File: src/rtl/load_pulse_pkg.sv
// Shared definitions for pushbutton front-ends.
//   - FSM state encodings (3-bit) for the debounce / load-strobe state machine.
//   - Default debounce and auto-repeat intervals in system clock cycles.
package load_pulse_pkg;

  localparam int unsigned DefaultDebounceCycles = 50000;
  localparam int unsigned DefaultRepeatCycles   = 25000000;

  localparam logic [2:0] StIdleEnc       = 3'd0;
  localparam logic [2:0] StDebPressEnc   = 3'd1;
  localparam logic [2:0] StPulseEnc      = 3'd2;
  localparam logic [2:0] StHeldEnc       = 3'd3;
  localparam logic [2:0] StDebReleaseEnc = 3'd4;

  typedef enum logic [2:0] {
    StIdle       = StIdleEnc,
    StDebPress   = StDebPressEnc,
    StPulse      = StPulseEnc,
    StHeld       = StHeldEnc,
    StDebRelease = StDebReleaseEnc
  } load_state_e;

endpackage

File: src/rtl/sync_2ff.sv
// Two-flop synchroniser for a single asynchronous input.
// Ports:
//   clk_i  - destination clock
//   rst_ni - asynchronous active-low reset; both flops load ResetVal
//   d_i    - asynchronous input
//   q_o    - synchronised output (two clk_i edges of latency)
module sync_2ff #(
  parameter bit ResetVal = 1'b0
) (
  input  logic clk_i,
  input  logic rst_ni,
  input  logic d_i,
  output logic q_o
);

  logic meta_q;
  logic sync_q;

  always_ff @(posedge clk_i or negedge rst_ni) begin
    if (!rst_ni) begin
      meta_q <= ResetVal;
      sync_q <= ResetVal;
    end else begin
      meta_q <= d_i;
      sync_q <= meta_q;
    end
  end

  assign q_o = sync_q;

endmodule

File: src/rtl/load_pulse_gen.sv
// Load strobe generator for the display load registers.
// Synchronises and debounces an active-low pushbutton and issues one single-cycle Load_out
// pulse per confirmed press, keeping a wrapping 8-bit count of issued loads.
// Optional feature macro: LOAD_AUTO_REPEAT_EN - while the button stays held, issue a further
// load every REPEAT_CYCLES cycles of HELD (plus the PULSE cycle).
// Ports:
//   Clock      - system clock, posedge
//   Reset      - asynchronous active-low reset, clears all state
//   Button_in  - raw pushbutton, active-low, asynchronous to Clock
//   Enable     - presses may start a load only while this is high (sampled in IDLE)
//   Load_out   - registered single-cycle load strobe
//   Busy       - registered, high whenever the FSM is not idle
//   Load_count - registered count of Load_out pulses, wraps 255 -> 0
module load_pulse_gen
  import load_pulse_pkg::*;
#(
  parameter int unsigned DEBOUNCE_CYCLES = DefaultDebounceCycles,
  parameter int unsigned CNT_W           = 16,
  parameter int unsigned REPEAT_CYCLES   = DefaultRepeatCycles
) (
  input  logic       Clock,
  input  logic       Reset,
  input  logic       Button_in,
  input  logic       Enable,
  output logic       Load_out,
  output logic       Busy,
  output logic [7:0] Load_count
);

  // A zero interval could never be matched by its counter; treat it as a dead debouncer.
  localparam bit ParamsOk = (DEBOUNCE_CYCLES >= 1) && (REPEAT_CYCLES >= 1);
  localparam logic [CNT_W-1:0] DebLast = CNT_W'(DEBOUNCE_CYCLES - 1);

  logic btn_s;
  logic pressed;

  sync_2ff #(
    .ResetVal (1'b1)
  ) u_sync (
    .clk_i  (Clock),
    .rst_ni (Reset),
    .d_i    (Button_in),
    .q_o    (btn_s)
  );

  assign pressed = ~btn_s;

  load_state_e      state_q, state_d;
  logic [CNT_W-1:0] cnt_q, cnt_d;
  logic             deb_done;
  logic             load_q;
  logic             busy_q;
  logic [7:0]       count_q;

  assign deb_done = ParamsOk && (cnt_q == DebLast);

`ifdef LOAD_AUTO_REPEAT_EN
  // Sized from the interval itself so the (large) default repeat period always fits.
  localparam int unsigned RepW = (REPEAT_CYCLES > 1) ? $clog2(REPEAT_CYCLES) : 1;
  localparam logic [RepW-1:0] RepLast = RepW'(REPEAT_CYCLES - 1);

  logic [RepW-1:0] rep_q, rep_d;
  logic            rep_done;

  assign rep_done = (rep_q == RepLast);

  always_ff @(posedge Clock or negedge Reset) begin
    if (!Reset) begin
      rep_q <= '0;
    end else begin
      rep_q <= rep_d;
    end
  end
`endif

  always_comb begin
    state_d = state_q;
    cnt_d   = cnt_q;
`ifdef LOAD_AUTO_REPEAT_EN
    rep_d   = rep_q;
`endif
    unique case (state_q)
      StIdle: begin
        if (pressed && Enable) begin
          state_d = StDebPress;
          cnt_d   = '0;
        end
      end
      StDebPress: begin
        if (!pressed) begin
          state_d = StIdle;
        end else if (deb_done) begin
          state_d = StPulse;
        end else begin
          cnt_d = cnt_q + CNT_W'(1);
        end
      end
      StPulse: begin
        state_d = StHeld;
        cnt_d   = '0;
`ifdef LOAD_AUTO_REPEAT_EN
        rep_d   = '0;
`endif
      end
      StHeld: begin
        if (!pressed) begin
          state_d = StDebRelease;
          cnt_d   = '0;
`ifdef LOAD_AUTO_REPEAT_EN
          rep_d   = '0;
`endif
        end else begin
`ifdef LOAD_AUTO_REPEAT_EN
          if (rep_done) begin
            state_d = StPulse;
            rep_d   = '0;
          end else begin
            rep_d = rep_q + RepW'(1);
          end
`endif
        end
      end
      StDebRelease: begin
        if (pressed) begin
          // Release bounce: fall back to HELD without issuing a new load.
          state_d = StHeld;
          cnt_d   = '0;
        end else if (deb_done) begin
          state_d = StIdle;
        end else begin
          cnt_d = cnt_q + CNT_W'(1);
        end
      end
      default: begin
        state_d = StIdle;
        cnt_d   = '0;
      end
    endcase
  end

  // Outputs are registered from the next state so Load_out coincides with state == PULSE.
  always_ff @(posedge Clock or negedge Reset) begin
    if (!Reset) begin
      state_q <= StIdle;
      cnt_q   <= '0;
      load_q  <= 1'b0;
      busy_q  <= 1'b0;
      count_q <= 8'h00;
    end else begin
      state_q <= state_d;
      cnt_q   <= cnt_d;
      load_q  <= (state_d == StPulse);
      busy_q  <= (state_d != StIdle);
      if (state_d == StPulse) begin
        count_q <= count_q + 8'd1;
      end
    end
  end

  assign Load_out   = load_q;
  assign Busy       = busy_q;
  assign Load_count = count_q;

endmodule

File: config.mk
export PLATFORM = sky130hd
export DESIGN_NAME = load_pulse_gen
export DESIGN_NICKNAME = d
export VERILOG_FILES = /design/src/rtl/load_pulse_pkg.sv /design/src/rtl/sync_2ff.sv /design/src/rtl/load_pulse_gen.sv
export SDC_FILE = /design/constraint.sdc
export NUM_CORES = 1
export LEC_CHECK = 0
export ABC_AREA = 1
export CAP_MARGIN = 10
export CORE_MARGIN = 2
export CORE_UTILIZATION = 58
export DETAILED_ROUTE_END_ITERATION = 6
export PLACE_DENSITY = 0.79
export SLEW_MARGIN = 20
export SYNTH_ARGS = -nofsm -noshare
export SYNTH_HDL_FRONTEND = slang
export SYNTH_SLANG_ARGS = --single-unit
File: constraint.sdc
create_clock -name Clock -period 1.7 [get_ports Clock]
set_input_delay 0.34 -clock Clock [delete_from_list [all_inputs] [get_ports Clock]]
set_output_delay 0.34 -clock Clock [all_outputs]
set_load 0.05 [all_outputs]
==> results of run 1 <==
[critical path, stage by stage, from the launching register on]
cell and delay, ns:
dfrtp_1 0.46, nor2_1 0.24, nand2_1 0.19, o211ai_1 0.20, buf_4 0.22, o21ai_0 0.11, nor2_1 0.10
[cells in the mapped netlist (all sizes together)]
cell type	instances	area [um2]
nor3b	1	7.51
o21ai	12	71.3
clkinv	1	8.76
buf	3	30.0
o21bai	2	18.8
nand3	26	140
inv	45	169
nand2	78	303
nand4	6	37.5
xnor2	3	26.3
nand3b	1	7.51
nor3	7	35.0
nor2	42	158
o211ai	3	22.5
dfstp	2	52.6
a21oi	4	31.3
ha	2	25.0
dfrtp	29	726
xor2	5	43.8
[worst max path at each step]
stage	startpoint	to	slack (ns)	depth (start not counted)
6_report	state_q[0]$_DFF_PN0_	cnt_q[1]$_DFFE_PN0P_	0.09	6
4_1_cts	cnt_q[0]$_DFFE_PN0P_	Load_count[4]$_DFFE_PN0N_	0.03	10
3_5_place_dp	Enable	cnt_q[2]$_DFFE_PN0P_	-0.11	11
2_1_floorplan	Load_count[0]$_DFFE_PN0N_	Load_count[6]$_DFFE_PN0N_	0.15	7
3_3_place_gp	Enable	cnt_q[2]$_DFFE_PN0P_	-0.07	11
5_1_grt	cnt_q[1]$_DFFE_PN0P_	Load_count[3]$_DFFE_PN0N_	-0.02	10
[state kept, by name (all words and copies together), names as in the netlist]
name / cells
u_sync.meta_q: 1
Load_count: 8
state_q: 3
Busy: 1
Load_out: 1
cnt_q: 16
u_sync.q_o: 1
[power groups by stage]
| stage | clock (mW) | sequential [mW] | combinational [mW] |
|---|---|---|---|
| after floorplan | 0 | 0.809 | 0.113 |
| after global placement | 0 | 0.802 | 0.212 |
| after detailed placement | 0 | 0.803 | 0.214 |
| after CTS | 0.626 | 0.788 | 0.215 |
| after global routing | 0.651 | 0.794 | 0.262 |
| final | 0.616 | 0.789 | 0.234 |
[metal layers]
metal	routed length [um]	up-vias	global-route usage [%]	share of wire, %
li1	-	928	-	-
met1	1960	817	36.5	46
met2	1980	60	36.9	46
met3	278	12	5.67	6.5
met4	89	0	10.0	2.1
met5	0	-	0	0
[cell type report]
cell class                      count  area (um2)
Clock buffer                        6        51.3
Clock inverter                      2        35.0
Fill cell                         249         768
Inverter                           46         178
Multi-Input combinational cell    192         962
Sequential cell                    31         778
Tap cell                           44        55.1
Timing Repair Buffer               34         275
[stage by stage]
| step | util, % | setup WS (ns) | std cells | setup TNS [ns] | power (mW) |
|---|---|---|---|---|---|
| 2_1_floorplan | - | 0.147 | 272 | 0 | 0.922 |
| 3_3_place_gp | 70.4 | -0.0744 | 343 | -0.438 | 1.01 |
| 3_5_place_dp | 70.4 | -0.107 | 343 | -0.657 | 1.02 |
| 4_1_cts | 73.1 | 0.0335 | 351 | 0 | 1.63 |
| 5_1_grt | 75.2 | -0.0218 | 355 | -0.0675 | 1.71 |
| 6_report | 75.2 | 0.0917 | 355 | 0 | 1.64 |
[logic make-up (layout without fill, tap and decap cells)]
logic type | after synthesis | count (layout)
adders and majority gates | 2 | 2
xor gates and xnor gates | 8 | 8
AOI/OAI and AO/OA | 21 | 21
DFF | 31 | 31
buffers and inverters | 49 | 88
and+or+nand+nor | 161 | 161
[timing repair]
| item | in CTS | in global routing |
|---|---|---|
| resized for setup | 0 | 10 |
| endpoints found under the setup margin | 0 | 16 |
| buffers inserted | 0 | 4 |
==> flow_summary.ini, run 1 <==
[timing]
slew-limit-headroom_pct = 82.0
whs_ns = 0.344
hold_violations = 0
tightest_slew_ns = 0.268
max_freq_ghz = 0.622
skew_ns = 0.0158
drv_slew = 0
setup-violations-final = 0
rsz0062_at_grt = true
fin_crit_sh_pct = 94.6
timing.final.crit_period_ns = 1.61

[clock_tree]
cts_buffer_depth = 2
cts_sinks = 31
cts.htree.levels = 2
numCtsBuffers = 5
clkTransAtPathRegs_ns = 0.11
root_buffer = clkbuf_4
worstSkewPairLatency_ns = 0.34
cts_hold_buf = 0
cts_tree = yes

[placement]
port_buffers = 13
gp_congestion = 0.906
place_area_um2 = 2180
place_hpwl_mm = 3.03

[pwr]
power_leakage_nw = 1.18
p_comb_share_pct = 14.3
clkPwrFrac_pct = 37.6
p_sw_share_pct = 26.0
seqPwrFrac_pct = 48.1
peakVddDrop_v = 0.000494
p_sw_mw = 0.426
p_int_mw = 1.21
powerDensity_nw_per_um2 = 702

[floorplan]
die-height_um = 61.4
core_area_um2 = 3100
die_x_um = 61.4
num_rows = 20
io_pins = 14
die-area_um2 = 3770
start_util_pct = 61.7

[worst_setup_path]
r2r-end = cnt_q[1]$_DFFE_PN0P_
r2r_cells = 6
crit_path_end_kind = flip-flop
r2r_start = state_q[0]$_DFF_PN0_
reg2reg_slack_ns = 0.09
cp.required_ns = 1.97
cp_max_fo = 12
cp-start-kind = flip-flop
path_class = flip-flop to flip-flop
cp.arrival_ns = 1.88

[grt]
overflow = 0
grt_pass1_wl_mm = 6.97
grt_max_degree = 32
antenna_found_initial = 0
grt_util_all_layers_pct = 25.3
grt_pass1_vias = 1573

[logic_synthesis]
synth_xor_area_share_pct = 3.66
syn-cell-area_um2 = 1910
synth_compound_gate_area_share_pct = 7.52
syn_inst = 272
ys_types = 26
syn_area_per_cell_um2 = 7.03
synth_top_family_by_area = simple AND/OR/NAND/NOR gates
synthMuxAreaShare_pct = 0
yosys_register_bits = 31
synth_warnings = 0
syn-num-nets = 278
synth_fa_ha_area_share_pct = 1.31
ys_seq_area_share_pct = 40.7
synth-simple-area-share_pct = 36.0

[cells_and_area]
final_common_cell = nand2_1
design_area_um2 = 2330
drive_gt1_share_pct = 20.3
mostFrequentLayoutCells = nand2_1, inv_1, nor2_1, buf_4, dfrtp_1
num_antenna_cells = 0
fin_nets = 316
areaGrowthSynthToFinish_pct = 22.0

[routing]
drcViolationCount = 0
wirelength_mm = 4.30
drt-initial-drc-count = 212
via_per_inst = 5.12
vias = 1817
postRouteAntennaNets = 0
wl_per_cell_um = 12.1
first_pass_iters = 4

[worst_hold_path]
hp-class = input pin to asynchronous set/reset pin

[flow_run]
drv_cap = 0

[run_status]
status = finished clean
(Power assumes the default switching activity.)
==> run 2, diff against run 1 <==
Settings changed: SKIP_LAST_GASP from default to 1.
==> flow_summary.ini, run 2 (synthesis results as in run 1) <==
[worst_setup_path]
path_class = flip-flop to flip-flop
cp.required_ns = 1.93
cp.arrival_ns = 1.83
crit_path_end_kind = flip-flop
cp-start-kind = flip-flop
cp_max_fo = 10

[cells_and_area]
mostFrequentLayoutCells = nand2_1, inv_1, nor2_1, buf_4, dfrtp_1
final_common_cell = nand2_1
largest_reg_flops = 16
ff_latch_area_um2 = 778
drive_gt1_share_pct = 19.9
areaGrowthSynthToFinish_pct = 21.9
fill_cells = 249
design_area_um2 = 2330
multi_input_area_um2 = 960
top_register = cnt_q
fin_nets = 316
num_antenna_cells = 0

[timing]
slew-limit-headroom_pct = 80.0
max_freq_ghz = 0.623
setup-violations-final = 0
setup_tns_ns = 0
tightest_slew_ns = 0.298
whs_ns = 0.349
skew_ns = 0.0171
hold_violations = 0
fin_crit_sh_pct = 94.3
rsz0062_at_grt = true
timing.final.crit_period_ns = 1.60
drv_slew = 0

[clock_tree]
numCtsBuffers = 5
cts.htree.levels = 2
worstSkewPairLatency_ns = 0.34
cts_tree = yes
cts_hold_buf = 0
root_buffer = clkbuf_4
cts_sinks = 31
cts_buffer_depth = 2
clkTransAtPathRegs_ns = 0.11

[placement]
port_buffers = 13
place_area_um2 = 2180
gp_congestion = 0.906
place_hpwl_mm = 3.03

[grt]
antenna_found_initial = 0
grt_max_degree = 32
grt_util_all_layers_pct = 25.3
grt_pass1_wl_mm = 6.97
grt_pass1_vias = 1573
overflow = 0

[routing]
via_per_inst = 5.12
wirelength_mm = 4.33
wl_per_cell_um = 12.2
drcViolationCount = 0
drt-initial-drc-count = 203
postRouteAntennaNets = 0
vias = 1819
first_pass_iters = 5

[flow_run]
drv_cap = 0

[floorplan]
num_rows = 20
die-height_um = 61.4
start_util_pct = 61.7
core_area_um2 = 3100
die-area_um2 = 3770
io_pins = 14
die_x_um = 61.4

[pwr]
peakVddDrop_v = 0.000495
powerDensity_nw_per_um2 = 703
power_leakage_nw = 1.18

[run_status]
status = finished clean

[worst_hold_path]
hp-class = input pin to asynchronous set/reset pin
## run 2: cell count changes in the layout (fill, tap and decap cells not counted)
| cell | before | now |
|---|---|---|
| nor2_2 | 4 | 3 |
| nor2_1 | 37 | 38 |
## run 2: final timing paths
kind / from / endpoint / slack [ns] / depth (start not counted)
max: cnt_q[11]$_DFFE_PN0P_ / cnt_q[1]$_DFFE_PN0P_ / 0.1 / 8
min: Reset / cnt_q[7]$_DFFE_PN0P_ / 0.35 / 2
max reg2reg: cnt_q[11]$_DFFE_PN0P_ / cnt_q[1]$_DFFE_PN0P_ / 0.1 / 8
min reg2reg: u_sync.meta_q$_DFF_PN1_ / u_sync.q_o$_DFF_PN1_ / 0.36 / 0
max in group asynchronous: Reset / u_sync.meta_q$_DFF_PN1_ / 1.10 / 2
min in group Clock: u_sync.meta_q$_DFF_PN1_ / u_sync.q_o$_DFF_PN1_ / 0.36 / 0
## run 2: timing repair
action | in CTS | in global routing
setup buffers | 0 | 4
resized for setup | 0 | 9
endpoints found under the setup margin | 0 | 16
## run 2: worst max-delay path, stage by stage (launching register included)
cell     delay [ns]
dfrtp_1        0.43
inv_1          0.11
nand4_1        0.11
nor2_1         0.27
nand2_1        0.15
nand2_4        0.14
inv_2          0.08
o21ai_0        0.16
nor2_1         0.06
## run 2: final cells by class
cell class | count | share of cell area (%)
flip-flops and latches | 31 | 33.4
repair buffers | 34 | 11.8
inverters | 46 | 7.62
clock inverters | 2 | 1.50
clock buffers | 6 | 2.20
well taps | 44 | 2.36
multi-input cells | 192 | 41.1
## run 2: power by group
part	leakage, nW	switching, mW	internal [mW]	total (mW)
logic	0.713	0.133	0.101	0.234
clock network	0.0482	0.269	0.347	0.616
registers	0.421	0.0236	0.766	0.789
total	1.18	0.426	1.21	1.64
## run 2: layer usage
layer	up-vias	part of all wire (%)	track usage, %
li1	928	-	-
met5	-	0	0
met2	59	46	36.9
met4	0	1.8	10.0
met3	10	5.8	5.67
met1	822	47	36.5
## run 2: stage by stage
step	utilization, %	setup slack [ns]	power, mW	instances
2_1_floorplan	-	0.147	0.922	272
6_report	75.2	0.0961	1.64	355
3_3_place_gp	70.4	-0.0744	1.01	343
3_5_place_dp	70.4	-0.107	1.02	343
4_1_cts	73.1	0.0335	1.63	351
5_1_grt	75.2	-0.0286	1.71	355
